===== config.mk =====
export PLATFORM = sky130hd
export DESIGN_NAME = ifu_fetch
export DESIGN_NICKNAME = d
export VERILOG_FILES = /design/src/rtl/ifu_fetch.sv
export SDC_FILE = /design/constraint.sdc
export NUM_CORES = 1
export LEC_CHECK = 0
export BUFFER_PORTS_ARGS = -buffer_cell sky130_fd_sc_hd__buf_2
export CORE_ASPECT_RATIO = 0.5
export CORE_MARGIN = 2
export CORE_UTILIZATION = 25
export CTS_BUF_LIST = sky130_fd_sc_hd__clkbuf_4
export DETAILED_ROUTE_END_ITERATION = 8
export SYNTH_ARGS = -nofsm -noshare
export SYNTH_HDL_FRONTEND = slang
export SYNTH_SLANG_ARGS = --single-unit
export TNS_END_PERCENT = 5

===== constraint.sdc =====
create_clock -name clk -period 23.9 [get_ports clk]
set_input_delay 4.78 -clock clk [delete_from_list [all_inputs] [get_ports clk]]
set_output_delay 4.78 -clock clk [all_outputs]
set_load 0.05 [all_outputs]

===== src/rtl/ifu_fetch.sv =====
// Instruction fetch unit: PC generation, credit-limited in-order fetch requests,
// and a small PC-tagged instruction queue feeding decode, with redirect flush.
module ifu_fetch #(
    parameter logic [63:0] RESET_PC = 64'h0000_0000_8000_0000,
    parameter int unsigned DEPTH    = 2
) (
    input  logic        clk,
    input  logic        rst,
    output logic        imem_req_valid,
    input  logic        imem_req_ready,
    output logic [63:0] imem_req_addr,
    input  logic        imem_resp_valid,
    input  logic [31:0] imem_resp_data,
    input  logic        redirect_valid,
    input  logic [63:0] redirect_pc,
    output logic        inst_valid,
    input  logic        inst_ready,
    output logic [31:0] inst,
    output logic [63:0] inst_pc
);

    localparam int unsigned AW = $clog2(DEPTH);
    localparam int unsigned CW = AW + 1;
    localparam logic [CW+1:0] W_DEPTH = (CW+2)'(DEPTH);

    logic [63:0]   r_pc;
    logic [CW-1:0] r_count;
    logic [CW-1:0] r_outstanding;
    logic [CW-1:0] r_drop;

    logic [31:0]   r_q_inst [DEPTH];
    logic [63:0]   r_q_pc   [DEPTH];
    logic [AW-1:0] r_q_rd;
    logic [AW-1:0] r_q_wr;

    logic [63:0]   r_tag [DEPTH];
    logic [AW-1:0] r_tag_rd;
    logic [AW-1:0] r_tag_wr;

    logic [CW+1:0] w_credit_sum;
    logic          w_req_hs;
    logic          w_resp_ok;
    logic          w_resp_drop;
    logic          w_push;
    logic          w_pop;

    logic [63:0]   w_pc_nxt;
    logic [CW-1:0] w_count_nxt;
    logic [CW-1:0] w_out_nxt;
    logic [CW-1:0] w_drop_nxt;
    logic [AW-1:0] w_q_rd_nxt;
    logic [AW-1:0] w_q_wr_nxt;

    // Every request in flight or buffered holds a credit, so the queue cannot overflow.
    assign w_credit_sum   = {2'b00, r_outstanding} + {2'b00, r_count} + {2'b00, r_drop};
    assign imem_req_valid = !rst && !redirect_valid && (w_credit_sum < W_DEPTH);
    assign imem_req_addr  = r_pc;
    assign w_req_hs       = imem_req_valid && imem_req_ready;

    // A response with nothing outstanding is a protocol error and pops no tag.
    assign w_resp_ok   = imem_resp_valid && ((r_outstanding != '0) || (r_drop != '0));
    assign w_resp_drop = imem_resp_valid && (r_drop != '0);
    assign w_push      = imem_resp_valid && !redirect_valid && (r_drop == '0)
                         && (r_outstanding != '0);

    assign inst_valid = (r_count != '0);
    assign w_pop      = inst_valid && inst_ready && !redirect_valid;
    assign inst       = inst_valid ? r_q_inst[r_q_rd] : 32'd0;
    assign inst_pc    = inst_valid ? r_q_pc[r_q_rd] : 64'd0;

    always_comb begin
        w_pc_nxt    = r_pc;
        w_count_nxt = r_count;
        w_out_nxt   = r_outstanding;
        w_drop_nxt  = r_drop;
        w_q_rd_nxt  = r_q_rd;
        w_q_wr_nxt  = r_q_wr;
        if (redirect_valid) begin
            w_pc_nxt    = redirect_pc & ~64'd3;
            w_count_nxt = '0;
            w_out_nxt   = '0;
            // Everything still in flight becomes stale, minus a response landing now.
            w_drop_nxt  = r_drop + r_outstanding - CW'(w_resp_ok);
            w_q_rd_nxt  = '0;
            w_q_wr_nxt  = '0;
        end else begin
            if (w_req_hs) begin
                w_pc_nxt = r_pc + 64'd4;
            end
            w_count_nxt = r_count + CW'(w_push) - CW'(w_pop);
            w_out_nxt   = r_outstanding + CW'(w_req_hs) - CW'(w_push);
            w_drop_nxt  = r_drop - CW'(w_resp_drop);
            if (w_push) begin
                w_q_wr_nxt = r_q_wr + AW'(1);
            end
            if (w_pop) begin
                w_q_rd_nxt = r_q_rd + AW'(1);
            end
        end
    end

    always_ff @(posedge clk) begin
        if (rst) begin
            r_pc          <= RESET_PC;
            r_count       <= '0;
            r_outstanding <= '0;
            r_drop        <= '0;
            r_q_rd        <= '0;
            r_q_wr        <= '0;
            r_tag_rd      <= '0;
            r_tag_wr      <= '0;
        end else begin
            r_pc          <= w_pc_nxt;
            r_count       <= w_count_nxt;
            r_outstanding <= w_out_nxt;
            r_drop        <= w_drop_nxt;
            r_q_rd        <= w_q_rd_nxt;
            r_q_wr        <= w_q_wr_nxt;
            // Tag FIFO survives redirects so stale responses still retire their tags.
            if (w_req_hs) begin
                r_tag_wr <= r_tag_wr + AW'(1);
            end
            if (w_resp_ok) begin
                r_tag_rd <= r_tag_rd + AW'(1);
            end
        end
    end

    always_ff @(posedge clk) begin
        if (!rst && w_req_hs) begin
            r_tag[r_tag_wr] <= r_pc;
        end
        if (!rst && w_push) begin
            r_q_inst[r_q_wr] <= imem_resp_data;
            r_q_pc[r_q_wr]   <= r_tag[r_tag_rd];
        end
    end

endmodule


# Word-level counts from Yosys, hierarchy flattened
# Memory sizes are Yosys's and may differ from the RTL's. A register that Yosys moved wholly into a read port is not among the register bits.
# Index checks and enable logic that the tools add are counted.
[word_totals] mem_bits_rw=320 in_bits=102 regBits=74 out_inout_bits=162 memories=3 word_cells=63
[op_classes] add_sub_neg=14 magnitude_cmp=1 reduce_logical=21 mux=15
[memory_table] name="r_q_pc" depth=2 width=64 read_ports=1 rd_clocked_by_memory_dff=1 write_ports=1 line="32" text="logic [63:0] r_q_pc [DEPTH];"
[memory_table] name="r_tag" depth=2 width=64 read_ports=1 rd_clocked_by_memory_dff=1 write_ports=1 line="36" text="logic [63:0] r_tag [DEPTH];"
[memory_table] name="r_q_inst" depth=2 width=32 read_ports=1 rd_clocked_by_memory_dff=1 write_ports=1 line="31" text="logic [31:0] r_q_inst [DEPTH];"
[op_table] cell="64-bit 2-to-1 mux" n=3
[op_table] cell="64-bit by 3-bit adder with 64-bit output, second input constant" n=1
[op_table] cell="32-bit 2-to-1 mux" n=1
[op_table] cell="1-bit logical AND" n=12
[op_table] cell="1-bit 2-to-1 mux" n=10
[op_table] cell="2-bit nonzero test" n=4
[op_table] cell="2-bit by 1-bit subtractor with 2-bit output" n=4
[op_table] cell="1-bit adder, second input constant" n=4
[op_table] cell="2-bit by 1-bit adder with 2-bit output" n=2
[op_table] cell="3-bit by 2-bit adder with 4-bit output" n=1
[op_table] cell="4-bit by 2-bit < comparator with 1-bit output, second input constant" n=1
[op_table] cell="2-bit by 2-bit adder with 3-bit output" n=1
[op_table] cell="2-bit adder" n=1
[op_table] cell="1-bit zero test" n=2
[op_table] cell="2-bit zero test" n=1
[op_table] cell="2-bit 2-to-1 mux" n=1
[op_table] cell="2-bit OR reduction" n=1
[op_table] cell="1-bit logical OR" n=1

# Depth between registers and ports, before layout
# Gate-level depths: netlist of the first run.
[depth] depth_word=8 mapped_depth=15 depth_no_buf=13

# Worst setup path after synthesis of the first run
# Ideal clock, no wire load.
[synth_path] kind="input-to-reg" from="input port redirect_valid" to="memory r_q_inst[1][0] (enable)" setup_slack_ps=8987 cell_stages=4 t_required_ps=23122 t_arrival_ps=14135 path_cell_list="clkbuf_1 -> nor2_1 -> nand2_1 -> nor4_1"
[synth_via] elab_chain_cells=7
[synth_rtl] item="from (decl)" line="14" text="input logic redirect_valid,"
[synth_rtl] item="1-bit zero test" line="63" text="assign w_push = imem_resp_valid && !redirect_valid && (r_drop == '0)"
[synth_rtl] item="1-bit logical AND (2 in a row)" line="63"
[synth_rtl] item="1-bit logical AND" line="64" text="&& (r_outstanding != '0);"
[synth_rtl] item="1-bit logical AND" line="133" text="if (!rst && w_push) begin"
[synth_rtl] item="1-bit 2-to-1 mux" line="133"
[synth_rtl] item="1-bit 2-to-1 mux (not written as such)" line="134" text="r_q_inst[r_q_wr] <= imem_resp_data;"
[synth_rtl] item="to (decl)" line="31"
# Every way passes these cells.

# Worst setup path after layout of the first run
[layout_path] from="input port redirect_valid" to="output port imem_req_valid"
[layout_via] elab_chain_cells=3
[layout_rtl] item="1-bit zero test" line="56" text="assign imem_req_valid = !rst && !redirect_valid && (w_credit_sum < W_DEPTH);"
[layout_rtl] item="1-bit logical AND (2 in a row)" line="56"
[layout_rtl] item="to (decl)" line="9" text="output logic imem_req_valid,"
# Every way passes these cells.

==> qor.yml, run 1 <==
yosys:
  synth_edf_count: 312
  ys_seq_area_share_pct: 67.7
  syn_area_per_cell_sq_um: 13.8
  ys.flop_type: "edfxtp_1"
  syn_area_sq_um: 16000
  ys_seq_elements: 386
  synth_top_cells_by_area: "edfxtp_1 (58%), dfxtp_1 (9.2%), mux2i_1 (6.2%)"
  syn_inst: 1165
  synth_top_area_share_pct: 58.5
  synthArstFlopShare_pct: 0
  post_synth_num_cell_types: 64
  synth.largest_area_cell: "edfxtp_1"
  yosysWarnings: 0
clocking:
  clk_latency_ps: 800
  cts_hold_buf: 0
  cts_tree: "done"
  clk_pin_slew_ps: 70
  h-tree-depth: 3
  clkSinkCount: 386
  clk_path_buf_depth: 3
  cts.repair.resized: 0
  postCtsSetupBuffers: 0
  root_buffer: "clkbuf_4"
  cts_buffers: 98
detailed_routing:
  drtIter0Drc: 638
  antenna_left: 0
  dr_wl_met3_mm: 1.44
  wl_met1_mm: 16.7
  first_pass_iters: 4
  num_vias: 10700
  top_layer: "met4"
  drc: 0
  drt-total-wl_mm: 42.5
  post_drt_wl_per_cell_um: 17.7
  vias_per_cell: 4.48
  wl_met2_mm: 23.1
placed_design:
  routabilityCongestion: 0.796
  dpl.hpwl_mm: 27.0
  place.port_buffers: 257
sta:
  min_period_ps: 11070
  final-hold-violation-count: 0
  drv_slew: 0
  tns_ps: 0
  setup_viol: 0
  fin_skew_ps: 71.5
  relSlewSlack_pct: 26.9
  finalCritPeriodShare_pct: 46.3
  clock.fmax_mhz: 90.3
  tightest_slew_ps: 1100
  rsz0062_at_grt: "false"
worst_hold_path:
  hold_class: "reg2reg"
  min_from: "imem_req_addr[63]"
  worstHoldPathCells: 0
  holdPathEnd: "r_tag[0][63]"
floorplanning:
  dieWidth_um: 362
  io-pin-count: 264
  coreArea_sq_um: 63200
  std_cell_rows: 65
  fp.dieH_um: 183
  dieArea_sq_um: 66200
  start_util_pct: 25.3
power_and_ir_drop:
  leakage_nw: 7.02
  peakVddDrop_v: 0.0000400
  p_sw_share_pct: 26.1
  power_frac_seq_pct: 51.6
  power_switching_uw: 395
  p_comb_share_pct: 11.5
  internal-power_mw: 1.12
  powerDensity_nw_per_um2: 77.7
  clkPwrFrac_pct: 36.9
critical_path:
  critical_path_class: "in2out"
  start_kind: "input port"
  cp-end-kind: "primary output"
  reg2reg_depth: 10
  slowest_delay_ps: 470
  rr_startpoint: "r_count[1]"
  r2r_slack_ps: 19510
  cp_max_fo: 58
  r2r_end: "r_tag[0][16]"
  arrival_ps: 6290
  cp_common_cell: "buf_2"
  cpMaxStageDelayCell: "or2_2"
  crit_chain: "buf_2 -> buf_4 -> or2_2 -> nor4b_1 -> buf_2"
  cp_data_required_time_ps: 19120
global_route:
  grt_pass1_wl_mm: 62.9
  grt-ovfl-total: 0
  first_global_vias: 10500
  antenna_found_initial: 7
  grtUsageTotal_pct: 12.4
  grt_max_degree: 64
cells_and_area:
  syn2layout_area_growth_pct: 21.7
  drive_above_1_share_pct: 33.6
  final_core_utilization_pct: 30.9
  num-nets-final: 1585
job:
  maxCapViolations: 0
status:
  status: "finished, final reports clean"
==> routing by layer <==
metal  track usage (%)  vias to the layer above
li1                  -                     5081
met1              13.9                     5357
met2              22.9                      234
met3              2.16                       77
met4              5.68                        0
met5                 0                        -
==> cell families after synthesis <==
logic type | Yosys count | synth area share, %
buffers and inverters | 84 | 2.33
AOI/OAI and AO/OA | 130 | 5.14
other | 1 | 0.0234
muxes | 165 | 10.8
xor gates and xnor gates | 36 | 1.97
DFF | 386 | 67.7
adders and majority gates | 11 | 0.906
and+or+nand+nor | 352 | 11.1
==> sequential cells by signal (all words and copies together) (netlist names), named ones only <==
| name | count |
|---|---|
| r_count | 2 |
| r_q_wr | 1 |
| r_tag_wr | 1 |
| r_drop | 2 |
| r_outstanding | 2 |
| r_tag | 124 |
| imem_req_addr | 62 |
| r_tag_rd | 1 |
| r_q_rd | 1 |
| r_q_pc | 124 |
| r_q_inst | 64 |
==> cells in the final DEF (no fill, tap or decap), drive strengths merged, types with 9 or more instances in the layout <==
cell type    n
clkinv      28
a211oi       9
dfxtp       74
nand4       22
o22ai       14
nand2       48
xor2        14
a21oi       40
nor4        10
buf        274
and2        12
and3        20
mux2i      100
clkbuf     148
nand3       31
and4        14
o21ai       21
a31oi       10
mux2        65
nor3        14
inv         16
ha          10
edfxtp     312
xnor2       22
nor2       158
==> through the flow <==
stage          setup slack [ps]  hold slack (ps)  cell area, sq um  power [mW]  std cells
3_5_place_dp              12830              500             18200       0.971       2209
4_1_cts                   12830              508             19500        1.53       2389
3_3_place_gp              12820              483             18200       0.966       2209
2_1_floorplan              8990              472             16000       0.915       1168
5_1_grt                   12740              519             19500        1.58       2397
6_report                  12830              506             19500        1.52       2397
==> power by group through the flow <==
stage | logic (mW) | clock network [mW] | registers [mW]
2_1_floorplan | 0.103 | 0 | 0.813
3_3_place_gp | 0.171 | 0 | 0.795
3_5_place_dp | 0.174 | 0 | 0.796
4_1_cts | 0.176 | 0.576 | 0.781
5_1_grt | 0.188 | 0.611 | 0.784
6_report | 0.174 | 0.560 | 0.782
==> how the worst max path moves through the flow <==
| stage | start | cells past startpoint | end | slack (ps) |
|---|---|---|---|---|
| after floorplan | redirect_valid | 4 | r_q_inst[1][0] | 8990 |
| after global placement | redirect_valid | 5 | imem_req_valid | 12820 |
| after detailed placement | redirect_valid | 5 | imem_req_valid | 12830 |
| after CTS | redirect_valid | 5 | imem_req_valid | 12830 |
| after global routing | redirect_valid | 5 | imem_req_valid | 12740 |
| final | redirect_valid | 5 | imem_req_valid | 12830 |
==> synthesized netlist by cell type, types with 11 or more instances <==
library cell,n
and4_1,11
dfxtp_1,74
nand3_1,31
nand4_1,20
mux2i_1,100
and3_1,18
and2_1,12
nor3_1,13
o22ai_1,14
o21ai_0,17
nand2_1,48
nor2_1,157
xnor2_1,22
xor2_1,14
edfxtp_1,312
clkbuf_1,45
inv_1,13
mux2_2,65
a21oi_1,40
buf_1,11
==> final cells by class <==
class,instances,area (sq um)
Multi-Input combinational cell,698,4840
Clock buffer,148,1110
Sequential cell,386,10900
Antenna cell,8,20.0
Timing Repair Buffer,274,1410
Clock inverter,32,160
Inverter,14,52.6
Fill cell,6380,43700
Tap cell,837,1050
==> worst max-delay path, delay by kind of cell <==
family,cells,cell delay [ps]
and+or+nand+nor,2,720
buffers and inverters,3,750
Power figures use the tool's default switching activity.
==> run 2: changes to the inputs <==
Clock period 23.9 ns to 9.9 ns, I/O delays scaled along.
==> qor.yml, run 2 (synthesized netlist as in run 1, its figures left out) <==
placed_design:
  dpl_cell_area_sq_um: 18200  # +0.13%
  dp.cells: 2211  # +0.091%
  post-place-ws_ps: 4310  # -8520 ps
  place.port_buffers: 257  # unchanged
  routabilityCongestion: 0.832  # +4.5%
  dpl.hpwl_mm: 27.4  # +1.4%
cells_and_area:
  drive_above_1_share_pct: 33.5  # -0.13 points
  finalNonFillerCells: 2397  # unchanged
  final_common_cell: "edfxtp_1"
  syn2layout_area_growth_pct: 21.8  # about the same
  largest_registers: "r_q_pc x124, r_tag x124, r_q_inst x64"
  final_cell_mix: "edfxtp_1 (312), buf_2 (257), nor2_1 (155), clkbuf_4 (146), mux2i_1 (100)"
  fin_area_sq_um: 19500  # about the same
  num-nets-final: 1587  # +0.13%
  final_core_utilization_pct: 30.9  # about the same
clocking:
  cts_hold_buf: 0  # unchanged
  cts_tree: "done"
  postCtsSetupBuffers: 0  # unchanged
  cts.repair.resized: 0  # unchanged
  h-tree-depth: 3  # unchanged
  clk_pin_slew_ps: 60  # about the same
  clk_latency_ps: 800  # about the same
  clkSinkCount: 386  # unchanged
  clk_path_buf_depth: 3  # unchanged
  root_buffer: "clkbuf_4"
  cts_buffers: 98  # unchanged
critical_path:
  start_kind: "flop"
  arrival_ps: 3570  # -2720 ps
  cp-end-kind: "primary output"
  r2r_end: "r_tag[0][29]"
  cp_max_fo: 49  # -16%
  rr_startpoint: "r_drop[1]"
  r2r_slack_ps: 5080  # -14,430 ps
  cp_data_required_time_ps: 7920  # -11,200 ps
  critical_path_class: "reg2out"
  reg2reg_depth: 11  # +1
sta:
  finalCritPeriodShare_pct: 56.1
  tns_ps: 0  # unchanged
  fin_skew_ps: 65.2  # -6.27 ps
  rsz0062_at_grt: "false"
  fin_ws_ps: 4350  # -8480 ps
  relSlewSlack_pct: 31.1  # +4.2 points
  whs_ps: 501  # -4.71 ps
  min_period_ps: 5550
  drv_slew: 0  # unchanged
  clock.fmax_mhz: 180
  final-hold-violation-count: 0  # unchanged
  tightest_slew_ps: 1030  # -63.0 ps
  setup_viol: 0  # unchanged
power_and_ir_drop:
  internal-power_mw: 2.69  # +140%
  clkPwrFrac_pct: 36.8  # about the same
  power_mw: 3.65  # +140%
  powerDensity_nw_per_um2: 187  # +140%
  power_frac_seq_pct: 51.8  # +0.2 points
  p_sw_share_pct: 26.2  # +0.14 points
  p_comb_share_pct: 11.4  # about the same
  peakVddDrop_v: 0.0000618  # +55%
  leakage_nw: 7.02  # about the same
  power_switching_uw: 957  # +140%
floorplanning:
  start_util_pct: 25.3  # unchanged
  io-pin-count: 264  # unchanged
  dieWidth_um: 362  # unchanged
  dieArea_sq_um: 66200  # unchanged
  fp.dieH_um: 183  # unchanged
  coreArea_sq_um: 63200  # unchanged
  std_cell_rows: 65  # unchanged
global_route:
  first_global_vias: 10600  # +1.3%
  antenna_found_initial: 8  # +1
  grt_max_degree: 65  # +1.6%
  grt-ovfl-total: 0  # unchanged
  grt_pass1_wl_mm: 63.1  # +0.42%
  grtUsageTotal_pct: 12.4  # +0.056 points
detailed_routing:
  num_vias: 10900  # +1.0%
  drt-total-wl_mm: 42.7  # +0.65%
  vias_per_cell: 4.53  # +1.0%
  drc: 0  # unchanged
  post_drt_wl_per_cell_um: 17.8  # +0.65%
  antenna_left: 0  # unchanged
  first_pass_iters: 5  # +1
  drtIter0Drc: 697  # +9.2%
job:
  maxCapViolations: 0  # unchanged
worst_hold_path:
  hold_class: "reg2reg"
  worstHoldPathCells: 2  # +2
  min_from: "r_q_rd"
status:
  status: "finished, final reports clean"
-- run 2: area by class of cell --
type / count / area (sq um)
fill: 6319 / 43700
tap: 837 / 1050
antenna: 8 / 20.0
sequential: 386 / 10900
clock buffer: 146 / 1100
clock inverter: 32 / 159
inverter: 14 / 52.6
multi-input combinational: 698 / 4850
timing repair buffer: 276 / 1430
-- run 2: power groups by stage --
stage | clock network [mW] | registers, mW | logic [mW]
finish | 1.34 | 1.89 | 0.417
floorplan | 0 | 1.96 | 0.248
global route | 1.46 | 1.90 | 0.448
CTS | 1.38 | 1.89 | 0.420
global placement | 0 | 1.93 | 0.411
detailed placement | 0 | 1.93 | 0.417
-- run 2: worst max path at each step --
stage                          startpoint  cells past startpoint             end  slack (ps)
after floorplan           imem_resp_valid                      3  r_q_inst[0][0]         300
after global routing                 flop                      4     inst_pc[49]        4180
after detailed placement   redirect_valid                      9    r_tag[0][26]        4310
after global placement     redirect_valid                      9    r_tag[0][37]        4360
after CTS                            flop                      4     inst_pc[49]        4300
final                                flop                      4     inst_pc[49]        4350
-- run 2: routing by layer --
metal	global-route usage [%]	part of all wire, %	vias to the layer above
li1	-	-	5075
met1	13.4	37	5418
met2	22.8	55	279
met3	2.17	4.1	89
met4	7.43	3.8	0
met5	0	0	-
-- run 2: critical path: stages, from the launching register on --
cell and delay [ps]:
dfxtp_4 1020, buf_4 820, mux2i_1 210, nor2_1 290, buf_2 330
==> run 3: changes to the inputs <==
Clock period 9.9 ns to 4.87 ns, I/O delays scaled along.
==> qor.yml, run 3 (synthesized netlist as in run 1, its figures left out) <==
global_route:
  first_global_vias: 10600  # -0.26%
  grt_max_degree: 74  # +14%
  antenna_found_initial: 5  # -3
  grtUsageTotal_pct: 12.4  # -0.039 points
  grt-ovfl-total: 0  # unchanged
  grt_pass1_wl_mm: 62.9  # -0.35%
cells_and_area:
  largest_registers: "r_q_pc x124, r_tag x124, r_q_inst x64"
  num-nets-final: 1589  # +0.13%
  final_cell_mix: "edfxtp_1 (312), buf_2 (257), nor2_1 (154), clkbuf_4 (147), mux2i_1 (100)"
  drive_above_1_share_pct: 34.0  # +0.54 points
  final_common_cell: "edfxtp_1"
  finalNonFillerCells: 2396  # -0.042%
  syn2layout_area_growth_pct: 22.2
placed_design:
  routabilityCongestion: 0.812  # -2.5%
  place.port_buffers: 257  # unchanged
  post-place-ws_ps: 1470  # -2850 ps
  dp.cells: 2213  # +0.090%
  dpl.hpwl_mm: 27.7  # +1.0%
clocking:
  cts.repair.resized: 0  # unchanged
  clk_pin_slew_ps: 70  # about the same
  h-tree-depth: 3  # unchanged
  cts_tree: "done"
  cts_buffers: 98  # unchanged
  postCtsSetupBuffers: 0  # unchanged
  cts_hold_buf: 0  # unchanged
  clkSinkCount: 386  # unchanged
  clk_path_buf_depth: 3  # unchanged
  root_buffer: "clkbuf_4"
  clk_latency_ps: 800  # about the same
floorplanning:
  io-pin-count: 264  # unchanged
  dieArea_sq_um: 66200  # unchanged
  coreArea_sq_um: 63200  # unchanged
  start_util_pct: 25.3  # unchanged
  std_cell_rows: 65  # unchanged
  fp.dieH_um: 183  # unchanged
  dieWidth_um: 362  # unchanged
critical_path:
  cp.depth: 6  # +2
  cp_data_required_time_ps: 3900  # -4020 ps
  start_kind: "flop"
  slowest_delay_ps: 520  # -500 ps
  cpMaxStageDelayCell: "fa_1"
  cp_num_buf_inv: 3  # +1
  cp_common_cell: "inv_1"
  critical_path_class: "reg2out"
  cp-end-kind: "primary output"
  cp_max_fo: 4  # -92%
  cp_top_family: "adder cells"
  crit_chain: "inv_1 -> fa_1 -> inv_1 -> ha_1 -> nor4b_1 -> buf_2"
  arrival_ps: 3080  # -490 ps
  reg2reg_depth: 12  # +1
detailed_routing:
  drtIter0Drc: 685  # -1.7%
  antenna_left: 0  # unchanged
  drc: 0  # unchanged
  post_drt_wl_per_cell_um: 17.7  # -0.80%
  first_pass_iters: 5  # unchanged
  top_layer: "met4"
  drt-total-wl_mm: 42.4  # -0.84%
  vias_per_cell: 4.52  # -0.34%
  wl_met2_mm: 22.8  # -2.2%
  dr_wl_met3_mm: 1.67  # -5.2%
  num_vias: 10800  # -0.38%
  wl_met1_mm: 16.4  # +2.2%
sta:
  min_period_ps: 4050
  fin_skew_ps: 55.5  # -9.71 ps
  rsz0062_at_grt: "false"
  drv_slew: 0  # unchanged
  finalCritPeriodShare_pct: 83.2
  relSlewSlack_pct: 23.8  # -7.3 points
  final-hold-violation-count: 0  # unchanged
  setup_viol: 0  # unchanged
  clock.fmax_mhz: 247
  tightest_slew_ps: 1140  # +109 ps
  tns_ps: 0  # unchanged
  fin_ws_ps: 817  # -3530 ps
status:
  status: "finished, final reports clean"
power_and_ir_drop:
  leakage_nw: 7.06  # +0.54%
  powerDensity_nw_per_um2: 380  # +100%
  peakVddDrop_v: 0.000176  # +180%
  power_mw: 7.44  # +100%
job:
  maxCapViolations: 0  # unchanged
worst_hold_path:
  hold_class: "in2reg"
  worstHoldPathCells: 1  # -1
-- run 3: cell count changes in the layout (fill, tap and decap cells not counted), sizes merged --
cell      delta
buf          +2
inv          +1
clkbuf       +1
clkinvlp     -1
clkinv       -1
diode        -3
-- run 3: where the power goes --
group	total, mW	leakage, nW	switching (mW)	internal, mW
registers	3.90	3.45	0.164	3.73
logic	0.800	2.84	0.477	0.323
clock network	2.74	0.764	1.31	1.43
total	7.44	7.06	1.95	5.49
-- run 3: worst paths after layout --
| check | start | end | slack, ps |
|---|---|---|---|
| worst max-delay path | r_outstanding[1] | imem_req_valid | 820 |
| worst min-delay path | imem_resp_data[21] | r_q_inst[0][21] | 380 |
| worst max register to register | r_outstanding[1] | imem_req_addr[13] | 1470 |
| worst min register to register | r_q_rd | r_q_rd | 500 |
-- run 3: area by class of cell --
type                       instances  area [sq um]
antenna                            5          12.5
clock buffer                     147          1100
clock inverter                    31           158
fill                            6388         43600
inverter                          14          52.6
multi-input combinational        698          4860
sequential                       386         10900
tap                              837          1050
timing repair buffer             278          1480
-- run 3: metrics by stage --
step / area [sq um] / hold slack, ps / util, %
global placement: 18300 / 486 / 29.0
CTS: 19600 / 294 / 30.9
floorplan: 16100 / 472 / -
finish: 19600 / 378 / 31.0
detailed placement: 18300 / 488 / 29.0
global route: 19600 / 290 / 31.0
-- run 3: metal layers --
layer	vias up	global-route usage, %
met4	0	6.15
li1	5067	-
met1	5376	13.8
met3	89	2.13
met5	-	0
met2	288	22.9
